$ cat src/rtl/obstacle_scheduler.sv
// Per-frame obstacle scheduler: advances/retires obstacles, detects collisions, spawns from an LFSR, keeps score.
// Build option OBSTACLE_INVINCIBLE_EN: game_over_out stays 0 and collisions are counted on hit_count_out.
module obstacle_scheduler #(
    parameter int          NUM_SLOTS      = 10,
    parameter logic [9:0]  SPAWN_POS      = 10'd1000,
    parameter logic [9:0]  HIT_ZONE       = 10'd16,
    parameter int          SPAWN_INTERVAL = 45,
    parameter logic [15:0] LFSR_SEED      = 16'hACE1
) (
    input  logic                   system_clock_in,
    input  logic                   reset_n_in,
    input  logic                   frame_tick_in,
    input  logic                   restart_in,
    input  logic [2:0]             speed_in,
    input  logic [1:0]             lane_in,
    input  logic                   jump_in,
    output logic [15*NUM_SLOTS-1:0] obstacles_out,
    output logic [15:0]            score_out,
    output logic                   game_over_out,
    output logic                   busy_out,
    output logic                   update_done_out
`ifdef OBSTACLE_INVINCIBLE_EN
    ,
    output logic [7:0]             hit_count_out
`endif
);

    localparam int IDX_W = (NUM_SLOTS > 1) ? $clog2(NUM_SLOTS) : 1;
    localparam int CNT_W = (SPAWN_INTERVAL > 1) ? $clog2(SPAWN_INTERVAL) : 1;
    localparam logic [IDX_W-1:0] LAST_IDX   = IDX_W'(NUM_SLOTS - 1);
    localparam logic [CNT_W-1:0] CNT_RELOAD = CNT_W'(SPAWN_INTERVAL - 1);
    // Galois feedback mask for taps 16,14,13,11.
    localparam logic [15:0] LFSR_TAPS = 16'hB400;

    typedef enum logic [1:0] {IDLE, SCAN, SPAWN, DONE} state_t;

    typedef struct packed {
        logic [1:0] kind;
        logic [9:0] pos;
        logic [1:0] lane;
        logic       active;
    } slot_t;

    state_t           state_q, state_d;
    slot_t            slot_q [NUM_SLOTS];
    logic [IDX_W-1:0] idx_q;
    logic [CNT_W-1:0] spawn_cnt_q;
    logic [15:0]      lfsr_q;
    logic [15:0]      score_q;
    logic             game_over_q;
    logic [2:0]       speed_q;
    logic [1:0]       lane_q;
    logic             jump_q;
`ifdef OBSTACLE_INVINCIBLE_EN
    logic [7:0]       hit_cnt_q;
`endif

    logic             tick_accept;
    slot_t            cur_slot, scan_slot, spawn_slot;
    logic [9:0]       new_pos;
    logic             retire, hit;
    logic             free_found;
    logic [IDX_W-1:0] free_idx;

    assign tick_accept = frame_tick_in && !game_over_q;

    always_ff @(posedge system_clock_in) begin
        if (!reset_n_in) state_q <= IDLE;
        else             state_q <= state_d;
    end

    // NOTE: every output of a combinational block gets a default first, so no path can infer a latch.
    always_comb begin
        state_d         = state_q;
        busy_out        = (state_q != IDLE);
        update_done_out = (state_q == DONE);
        unique case (state_q)
            IDLE:    if (tick_accept) state_d = SCAN;
            SCAN:    if (idx_q == LAST_IDX) state_d = SPAWN;
            SPAWN:   state_d = DONE;
            DONE:    state_d = IDLE;
            default: state_d = IDLE;
        endcase
        if (restart_in) state_d = IDLE;
    end

    // Slot update for the entry under the scan index.
    always_comb begin
        cur_slot  = slot_q[idx_q];
        scan_slot = cur_slot;
        new_pos   = cur_slot.pos - {7'd0, speed_q};
        retire    = 1'b0;
        hit       = 1'b0;
        if (cur_slot.active) begin
            if (cur_slot.pos <= {7'd0, speed_q}) begin
                scan_slot = '0;
                retire    = 1'b1;
            end else begin
                scan_slot.pos = new_pos;
                hit = (cur_slot.lane == lane_q) && (new_pos < HIT_ZONE) &&
                      ((cur_slot.kind == 2'b00) || ((cur_slot.kind == 2'b01) && !jump_q));
            end
        end
    end

    // Lowest-index free slot wins: the descending walk lets lower indices overwrite.
    always_comb begin
        free_found = 1'b0;
        free_idx   = '0;
        for (int i = NUM_SLOTS - 1; i >= 0; i--) begin
            if (!slot_q[i].active) begin
                free_found = 1'b1;
                free_idx   = IDX_W'(i);
            end
        end
        spawn_slot.kind   = lfsr_q[3:2];
        spawn_slot.pos    = SPAWN_POS;
        spawn_slot.lane   = (lfsr_q[1:0] == 2'b11) ? 2'b01 : lfsr_q[1:0];
        spawn_slot.active = 1'b1;
    end

    always_ff @(posedge system_clock_in) begin
        if (!reset_n_in) begin
            // NOTE: the slot table is reset because it is visible on obstacles_out and must read zero.
            for (int i = 0; i < NUM_SLOTS; i++) slot_q[i] <= '0;
            idx_q       <= '0;
            spawn_cnt_q <= CNT_RELOAD;
            lfsr_q      <= LFSR_SEED;
            score_q     <= '0;
            game_over_q <= 1'b0;
            speed_q     <= '0;
            lane_q      <= '0;
            jump_q      <= 1'b0;
`ifdef OBSTACLE_INVINCIBLE_EN
            hit_cnt_q   <= '0;
`endif
        end else if (restart_in) begin
            for (int i = 0; i < NUM_SLOTS; i++) slot_q[i] <= '0;
            idx_q       <= '0;
            spawn_cnt_q <= CNT_RELOAD;
            score_q     <= '0;
            game_over_q <= 1'b0;
`ifdef OBSTACLE_INVINCIBLE_EN
            hit_cnt_q   <= '0;
`endif
        end else begin
            unique case (state_q)
                IDLE: if (tick_accept) begin
                    speed_q <= speed_in;
                    lane_q  <= lane_in;
                    jump_q  <= jump_in;
                    lfsr_q  <= {1'b0, lfsr_q[15:1]} ^ (lfsr_q[0] ? LFSR_TAPS : 16'h0000);
                    idx_q   <= '0;
                end
                SCAN: begin
                    slot_q[idx_q] <= scan_slot;
                    if (retire && (score_q != 16'hFFFF)) score_q <= score_q + 16'd1;
`ifdef OBSTACLE_INVINCIBLE_EN
                    if (hit && (hit_cnt_q != 8'hFF)) hit_cnt_q <= hit_cnt_q + 8'd1;
`else
                    if (hit) game_over_q <= 1'b1;
`endif
                    idx_q <= idx_q + IDX_W'(1);
                end
                SPAWN: begin
                    if (spawn_cnt_q == '0) begin
                        spawn_cnt_q <= CNT_RELOAD;
                        if (!game_over_q && free_found) slot_q[free_idx] <= spawn_slot;
                    end else begin
                        spawn_cnt_q <= spawn_cnt_q - CNT_W'(1);
                    end
                end
                default: ;
            endcase
        end
    end

    always_comb begin
        obstacles_out = '0;
        for (int i = 0; i < NUM_SLOTS; i++) obstacles_out[15*i +: 15] = slot_q[i];
    end

    assign score_out = score_q;
`ifdef OBSTACLE_INVINCIBLE_EN
    assign game_over_out = 1'b0;
    assign hit_count_out = hit_cnt_q;
`else
    assign game_over_out = game_over_q;
`endif

endmodule

$ cat config.mk
export PLATFORM = sky130hd
export DESIGN_NAME = obstacle_scheduler
export DESIGN_NICKNAME = d
export VERILOG_FILES = /design/src/rtl/obstacle_scheduler.sv
export SDC_FILE = /design/constraint.sdc
export NUM_CORES = 1
export LEC_CHECK = 0
export ABC_AREA = 1
export ABC_CLOCK_PERIOD_IN_PS = 3900
export BUFFER_PORTS_ARGS = -buffer_cell sky130_fd_sc_hd__buf_2
export CAP_MARGIN = 5
export CORE_ASPECT_RATIO = 1.1
export CORE_UTILIZATION = 55
export DETAILED_ROUTE_END_ITERATION = 16
export GPL_TIMING_DRIVEN = 0
export PLACE_DENSITY = 0.81
export SYNTH_ARGS = -nofsm -noshare
export SYNTH_HDL_FRONTEND = slang
export SYNTH_SLANG_ARGS = --single-unit
export TNS_END_PERCENT = 30
$ cat constraint.sdc
create_clock -name system_clock_in -period 3.9 [get_ports system_clock_in]
set_input_delay 0.195 -clock system_clock_in [delete_from_list [all_inputs] [get_ports system_clock_in]]
set_output_delay 0.195 -clock system_clock_in [all_outputs]
set_load 0.05 [all_outputs]
# Yosys cells after proc, flatten, opt, wreduce, memory -nomap -nowiden
# Memory sizes are Yosys's and may differ from the RTL's. A register that Yosys moved wholly into a read port is not among the register bits.
# Index checks and enable logic that the tools add are counted.
# Widths: inputs -> output; s select.
[op_classes]
addsub = 4
order_cmp = 2
n_eq_ne = 10
n_mux = 68
n_bitwise = 13
reduce_logical = 22
[op_table]
columns = ["op", "n"]
rows = [
  ["$mux 15", 13],
  ["$mux 4", 15],
  ["$mux 1", 30],
  ["$reduce_or 15->1", 2],
  ["$add 16x1->16 const B", 1],
  ["$mux 16", 1],
  ["$ne 16x16->1 const B", 1],
  ["$xor 15x16->16", 1],
  ["$le 10x3->1", 1],
  ["$lt 10x5->1 const B", 1],
  ["$mux 10", 1],
  ["$or 1x1->1", 10],
  ["$sub 10x3->10", 1],
  ["$mux 2", 4],
  ["$pmux 2 s4", 1],
  ["$pmux 4 s2", 1],
  ["$reduce_and 2->1", 4],
  ["$eq 2x2->1 const B", 3],
  ["$logic_and 1x1->1", 6],
  ["$logic_not 6->1", 1],
  ["$mux 6", 1],
  ["$sub 6x1->6 const B", 1],
  ["$add 4x1->4 const B", 1],
  ["$eq 2x1->1 const B", 2],
  ["11 further kinds", 16],
]
[word_totals]
register_bits = 51
mem_bits_rw = 150
input_bits = 10
output_inout_bits = 169
elab_cells = 129
memories = 1
[mem_list]
columns = ["name", "depth", "width", "rd", "rd_clocked_by_memory_dff", "write_ports", "line_no", "text"]
rows = [
  ["slot_q", 10, 15, 11, 1, 10, "45", "slot_t slot_q [NUM_SLOTS];"],
]

# Longest topological paths before layout
# Gate-level depths: netlist of the first run.
# An unclocked memory read counts as a cell.
[logic_depth]
ltp_word = 20
ltp_mapped = 26
ltp_nobuf = 22

# Worst setup path before layout of the first run
# Ideal clock, no wire load.
[synth_timing]
path_type = "register -> register"
start = "register with a tool-made name"
end = "memory slot_q[10][11] (netlist name), data pin"
setup_time_ns = 0.268
t_arrival_ns = 3.280
required_time_ns = 3.632
setup_slack_ns = 0.353
path_stages_with_launch = 25
path_buffers = 6
period_less_slack_ns = 3.547
cell_sequence = "dfxtp_1 buf_6 buf_6 buf_4 buf_6 buf_4 o21ai_0 o22ai_1 o211ai_1 nand2_1 inv_2 ha_1 inv_1 fa_1 a21oi_1 inv_1 o21ai_0 nand3_1 nor2_1 nand2_2 o21ai_4 inv_2 a21boi_2 buf_2 inv_1"
[synth_lines]
columns = ["element", "line_no"]
rows = [
  ["end: declaration", "45"],
]

==> results of run 1 <==
[how the worst max path moves through the flow]
| stage | endpoint | slack, ns |
|---|---|---|
| 4_1_cts | slot_q[12][9]$_DFFE_PP_ | 0.003 |
| 3_3_place_gp | slot_q[12][12]$_DFFE_PP_ | -0.86 |
| 3_5_place_dp | slot_q[13][12]$_DFFE_PP_ | -0.93 |
| 5_1_grt | slot_q[13][11]$_DFFE_PP_ | -0.06 |
| 6_report | slot_q[13][11]$_DFFE_PP_ | -0.002 |
| 2_1_floorplan | slot_q[10][11]$_DFFE_PP_ | 0.35 |
[sequential cells by signal (all words and copies together) (netlist names), named ones only]
signal / flops
slot_q: 240
lfsr_q: 16
score_out: 16
spawn_cnt_q: 6
idx_q: 4
speed_q: 3
lane_q: 2
state_q: 2
game_over_out: 1
jump_q: 1
[power by group through the flow]
| stage | clock (mW) | sequential, mW | combinational, mW |
|---|---|---|---|
| final | 2.77 | 3.57 | 0.916 |
| after global routing | 2.88 | 3.57 | 0.965 |
| after CTS | 2.75 | 3.56 | 0.863 |
| after detailed placement | 0 | 3.63 | 0.819 |
| after global placement | 0 | 3.63 | 0.800 |
| after floorplan | 0 | 3.85 | 0.355 |
[placed cells by master, fill, tap and decap left out, types with 12 or more instances in the layout]
cell / count
a21oi_1: 44
buf_2: 200
buf_4: 26
buf_6: 23
clkbuf_1: 22
clkbuf_16: 31
dfxtp_1: 54
edfxtp_1: 240
ha_1: 12
inv_1: 147
inv_2: 12
nand2_1: 336
nand2_2: 27
nand3_1: 145
nand4_1: 14
nor2_1: 235
nor3_1: 12
o211ai_1: 16
o21ai_0: 54
[layer usage]
layer	share of wire (%)	global-route usage [%]	wire, um	vias up
li1	-	-	-	5603
met1	35	45.17	16460	6063
met2	45	55.99	21530	1144
met3	14	7.461	6491	229
met4	6.4	21.65	3035	2
met5	0.017	0.9524	8	-
[repair_timing]
item,CTS,global route
hold buffers,7,0
setup endpoints to repair,291,332
cloned,1,3
pin swaps,7,7
buffers inserted,9,7
resized for setup,61,50
endpoints found under the hold margin,8,0
[metrics by stage]
stage                     util, %  cells
after global placement      61.30   2074
after detailed placement    61.80   2080
after global routing        67.38   2155
after CTS                   66.58   2147
after floorplan                 -   1550
final                       67.38   2155
[cells in the mapped netlist, types with 15 or more instances]
| cell | n |
|---|---|
| buf_4 | 15 |
| buf_2 | 36 |
| o21ai_0 | 62 |
| nor2_1 | 241 |
| nand3_1 | 145 |
| a21oi_1 | 45 |
| edfxtp_1 | 240 |
| nand2_1 | 353 |
| dfxtp_1 | 55 |
| o211ai_1 | 16 |
| clkbuf_1 | 22 |
| inv_1 | 152 |
[cells by family after synthesis]
| logic type | Yosys count | share of synthesized area (%) |
|---|---|---|
| buffers and inverters | 250 | 7.748 |
| adder cells (fa/ha/maj) | 14 | 1.290 |
| AO/OA/AOI/OAI | 161 | 6.759 |
| flip-flops | 295 | 58.66 |
| AND/OR/NAND/NOR | 815 | 24.61 |
| XOR/XNOR | 15 | 0.9276 |
[cell type report]
cell class,count,area [um2],area share [%]
plain buffers,75,544.3,3.198
clock buffers,39,804.5,4.727
clock inverters,17,135.1,0.7939
inverters,167,654.4,3.844
multi-input cells,1005,4897,28.77
flip-flops and latches,295,8309,48.82
well taps,346,432.9,2.543
repair buffers,210,1236,7.263
repair inverters,1,7.507,0.04410
[worst register-to-register path, cell delays in order, from the launching register on]
cell and delay (ns):
dfxtp_2 0.45, clkinvlp_4 0.24, clkbuf_2 0.29, o211ai_1 0.23
nand2_1 0.15, inv_2 0.10, ha_2 0.17, inv_2 0.04
fa_2 0.36, a21oi_2 0.19, inv_2 0.06, o21ai_2 0.07
nand3_1 0.11, nor2_1 0.13, nand2_2 0.13, o21ai_4 0.28
clkinv_4 0.17, a21boi_4 0.19, buf_6 0.18, inv_1 0.12
==> out/results.tsv, run 1 <==
stage	metric	value	unit
route	drc	0	
global_routing	overflow	0	
job	maxCapViolations	0	
clock_tree	cts_max_path_buffers	3	
clock_tree	cts-root-buf	clkbuf_16	
place	pre_cts_ws	-0.9258	ns
timing	fin_tns_setup	-0.005787	ns
route	dr.pass1.iters	9	
min_path	min_path_cells	4	
pwr	leakage	7.251	nW
setup_path	worstPathRequired	4.22	ns
floorplan	io_pins	179	
logic_synthesis	yosysWarningCount	0	
logic_synthesis	synth_nets	1574	
pwr	seq_power_share	49.2	%
clock_tree	numCtsBuffers	30	
logic_synthesis	synth-edff-count	240	
setup_path	path_max_fanout	10	
clock_tree	htree_levels	1	
setup_path	path_buf_inv	8	
place	hpwl	31870	um
logic_synthesis	synth.area.top_cells	edfxtp_1 (51%), nand2_1 (9.4%), dfxtp_1 (7.8%)	
floorplan	rows	61	
pwr	p_switching	2.000	mW
place	place_congestion	0.9765	
min_path	min_to	idx_q[3]$_SDFFE_PP0P_	
timing	maxSlewViolCount	0	
finish	syn2layout_area_growth	20.19	%
logic_synthesis	yosysTopAreaCell	edfxtp_1	
clock_tree	cts.reportedPaths.clkPinSlew	0.06	ns
timing	whs	0.08236	ns
global_routing	track_usage	35.55	%
timing	finalCritPeriodShare	100.0	%
timing	max_slew.worst_pin.slew	0.8396	ns
logic_synthesis	yosysTopAreaCellShare	50.89	%
finish	final_nets	1809	
pwr	power_density	426.1	nW/um2
timing	fin_ws	-0.001701	ns
logic_synthesis	synth_area	14160	um2
floorplan	initial_core_util	56.06	%
logic_synthesis	yosys_register_bits	295	
pwr	fin_total_pwr	7.252	mW
floorplan	dieHeight	170.3	um
timing	slew_headroom	43.72	%
route	routed_via_density	6.052	
setup_path	crit_slowest_cell	dfxtp_2	
clock_tree	cts_tree	yes	
timing	max_freq	256.3	MHz
setup_path	r2r_slack	-0.002	ns
global_routing	grt_max_degree	29	
floorplan	design.core.area	25260	um2
clock_tree	clock_latency	0.59	ns
logic_synthesis	ys_seq_area_share	58.66	%
outcome	status	finished with violations	
pwr	power_frac_clock	38.2	%
setup_path	reg2reg_depth	19	
route	ant_nets	0	
pwr	switching_share	27.58	%
logic_synthesis	yosysUniqueCellTypes	47	
setup_path	r2r-end	slot_q[13][11]$_DFFE_PP_	
finish	fill_cells	1888	
global_routing	grt_pass1_vias	12120	
finish	final_cell_area	17020	um2
pwr	vdd_drop_max	0.4082	mV
setup_path	critical_path.max_stage_delay	0.45	ns
setup_path	criticalPathCategory	flop to flop	
floorplan	dieArea	26400	um2
timing	final.setup_skew	0.03453	ns
setup_path	critPathTopFamily	buffers and inverters	
pwr	p_comb_share	12.6	%
global_routing	grt_pass1_wl	69490	um
global_routing	antenna_found_initial	1	
route	drtIter0Drc	1766	
logic_synthesis	async_flop_share	0	%
timing	finalHoldViolations	0	
place	port_buffers	178	
setup_path	arrival	4.22	ns
setup_path	startpoint_type	flop	
setup_path	endpoint_kind	flop	
finish	drive_gt1_share	21.95	%
logic_synthesis	synth.avg_cell_area	9.137	um2
setup_path	crit_cells	19	
timing	finalSetupViolCount	6	
outcome	violations	negative setup slack	
route	num_vias	13040	
setup_path	crit_path_frequent_cell	inv_2	
min_path	hold_path.startpoint	restart_in	
pwr	internal-power	5.252	mW
route	drt-total-wl	47530	um
timing	period_needed	3.902	ns
floorplan	chipWidth	155	um
route	detail_route.wl_per_cell	22.05	um
logic_synthesis	synth_ff_type	edfxtp_1	
logic_synthesis	syn_inst	1550	
min_path	min_path_type	primary input to flop	
clock_tree	clock-sinks	295	
finish	num_antenna_cells	0	
setup_path	cp_cell_sequence	clkinvlp_4 > clkbuf_2 > o211ai_1 > nand2_1 > inv_2 > ha_2 > inv_2 > fa_2 > a21oi_2 > inv_2 > o21ai_2 > nand3_1 > nor2_1 > nand2_2 > o21ai_4 > clkinv_4 > a21boi_4 > buf_6 > inv_1	
place	post_dp_cell_area	15610	um2
Power figures use the tool's default switching activity.
==> run 2, diff against run 1 <==
Settings changed: SETUP_SLACK_MARGIN set to 0.15.
==> out/results.tsv, run 2 (synthesized netlist as in run 1, its figures left out) <==
stage	metric	value	unit	change
outcome	status	finished with violations		
outcome	violations	negative setup slack		
timing	maxSlewViolCount	0		unchanged
floorplan	rows	61		unchanged
timing	max_freq	246.5	MHz	-3.8%
floorplan	design.core.area	25260	um2	unchanged
setup_path	r2r_slack	-0.16	ns	-0.15 ns
clock_tree	cts-root-buf	clkbuf_16		
finish	final_util	69.98	%	+2.6 points
clock_tree	cts_tree	yes		
floorplan	io_pins	179		unchanged
finish	final_common_cell	nand2_1		
timing	finalSetupViolCount	113		+107
finish	largest_reg_flops	240		unchanged
clock_tree	clock_latency	0.60	ns	about the same
clock_tree	cts.reportedPaths.clkPinSlew	0.06	ns	about the same
clock_tree	clock-sinks	295		unchanged
floorplan	initial_core_util	56.06	%	unchanged
route	drc	0		unchanged
route	routed_via_density	6.144		+1.5%
route	detail_route.wl_per_cell	22.86	um	+3.7%
pwr	leakage	7.445	nW	+2.7%
min_path	min_to	idx_q[3]$_SDFFE_PP0P_		
route	ant_nets	0		unchanged
pwr	power_density	416.8	nW/um2	-2.2%
global_routing	track_usage	36.57	%	+1.0 points
place	pre_cts_ws	-0.9258	ns	unchanged
timing	finalHoldViolations	0		unchanged
place	post-place-cells	2080		unchanged
clock_tree	cts_max_path_buffers	3		unchanged
clock_tree	numCtsBuffers	30		unchanged
global_routing	overflow	0		unchanged
place	place_congestion	0.9765		unchanged
global_routing	grt_max_degree	20		-31%
global_routing	grt_pass1_vias	12480		+3.0%
job	maxCapViolations	0		unchanged
floorplan	chipWidth	155	um	unchanged
setup_path	endpoint_kind	flop		
route	drt-total-wl	49910	um	+5.0%
route	drtIter0Drc	2098		+19%
place	port_buffers	178		unchanged
route	num_vias	13410		+2.9%
min_path	hold_path.startpoint	restart_in		
finish	syn2layout_area_growth	24.83	%	
timing	rsz0062_at_grt	yes		
finish	fill_cells	1750		-7.3%
floorplan	dieHeight	170.3	um	unchanged
timing	slew_headroom	26.02	%	-18 points
place	hpwl	31870	um	unchanged
finish	instances_no_fill	2183		+1.3%
setup_path	worstPathRequired	4.22	ns	about the same
pwr	fin_total_pwr	7.367	mW	+1.6%
setup_path	r2r-end	slot_q[8][11]$_SDFFCE_PN0P_		
finish	final_cell_mix	nand2_1 (328), edfxtp_1 (240), nor2_1 (205), buf_2 (201), inv_1 (147)		
min_path	min_path_cells	4		unchanged
setup_path	path_max_fanout	10		unchanged
timing	fin_ws	-0.1565	ns	-0.1548 ns
setup_path	startpoint_type	flop		
global_routing	grt_pass1_wl	71480	um	+2.9%
setup_path	criticalPathCategory	flop to flop		
timing	period_needed	4.056	ns	+0.1548 ns
pwr	vdd_drop_max	0.4075	mV	-0.17%
finish	max_flop_register	slot_q		
timing	max_slew.worst_pin.slew	1.110	ns	+0.2700 ns
setup_path	arrival	4.37	ns	+0.15 ns
floorplan	dieArea	26400	um2	unchanged
global_routing	antenna_found_initial	1		unchanged
finish	final_nets	1836		+1.5%
timing	final.setup_skew	0.03340	ns	-0.001125 ns
clock_tree	htree_levels	1		unchanged
setup_path	reg2reg_depth	24		+5
timing	finalCritPeriodShare	104.0	%	+4.0 points
finish	drive_gt1_share	25.87	%	+3.9 points
route	dr.pass1.iters	9		unchanged
min_path	min_path_type	primary input to flop		
## run 2: area by class of cell
type                    instances  area (um2)  share of cell area [%]
inverters                     167       686.9                   3.886
diodes                          1       2.502                 0.01416
multi-input cells            1005        5194                   29.38
clock buffers                  39       804.5                   4.551
plain buffers                  79       658.1                   3.723
repair inverters                2       15.01                 0.08493
repair buffers                232        1439                   8.139
clock inverters                17       135.1                  0.7644
well taps                     346       432.9                   2.449
flip-flops and latches        295        8310                   47.01
## run 2: where the power goes
part / internal (mW) / switching, mW / total [mW]
sequential: 3.50 / 0.0645 / 3.57
clock: 1.52 / 1.25 / 2.77
combinational: 0.279 / 0.750 / 1.03
total: 5.31 / 2.06 / 7.37
## run 2: worst max-delay path by stage
| stage | startpoint | endpoint | cells after the start | slack (ns) |
|---|---|---|---|---|
| 3_3_place_gp | flop | slot_q[12][12]$_DFFE_PP_ | 21 | -0.86 |
| 5_1_grt | flop | slot_q[8][11]$_SDFFCE_PN0P_ | 23 | -0.17 |
| 4_1_cts | flop | slot_q[9][11]$_SDFFCE_PN0P_ | 23 | 0.08 |
| 6_report | flop | slot_q[8][11]$_SDFFCE_PN0P_ | 24 | -0.16 |
| 2_1_floorplan | flop | slot_q[10][11]$_DFFE_PP_ | 24 | 0.35 |
| 3_5_place_dp | flop | slot_q[13][12]$_DFFE_PP_ | 21 | -0.93 |
## run 2: stage by stage
stage | hold slack [ns] | instance area, um2 | setup TNS, ns
2_1_floorplan | 0.3299 | 14160 | 0
6_report | 0.08229 | 17680 | -7.076
3_5_place_dp | 0.4292 | 15610 | -179.65
4_1_cts | 0.05948 | 17150 | 0
5_1_grt | 0.1090 | 17680 | -12.51
3_3_place_gp | 0.4239 | 15490 | -174.62
## run 2: repair_timing
action                                  4_1_cts  5_1_grt
cloned                                        5        5
endpoints found under the setup margin      394      343
resized for setup                           127      105
hold buffers                                  7        0
pin swaps                                    14       22
hold endpoints to repair                      8        0
buffers inserted                             16       17
## run 2: metal layers
metal | track usage (%) | vias up | share of wire, %
met5 | 0 | - | 0
li1 | - | 5671 | -
met1 | 44.94 | 6139 | 33
met4 | 23.25 | 0 | 7.2
met2 | 57.87 | 1297 | 45
met3 | 9.167 | 306 | 14
## run 2: critical path, cell delays in order, from the launching register on
cell	delay, ns
dfxtp_2	0.32
buf_6	0.10
inv_2	0.05
buf_8	0.15
buf_8	0.15
buf_8	0.15
o21ai_2	0.06
o221ai_1	0.14
o211ai_1	0.13
nand2_1	0.19
inv_2	0.13
ha_4	0.15
inv_4	0.04
fa_2	0.37
a21oi_2	0.16
inv_1	0.08
o21ai_2	0.08
nand3_1	0.12
nor2_2	0.11
nand2_2	0.12
o21ai_4	0.25
clkinv_4	0.15
a21boi_4	0.29
buf_8	0.20
nor2_2	0.05
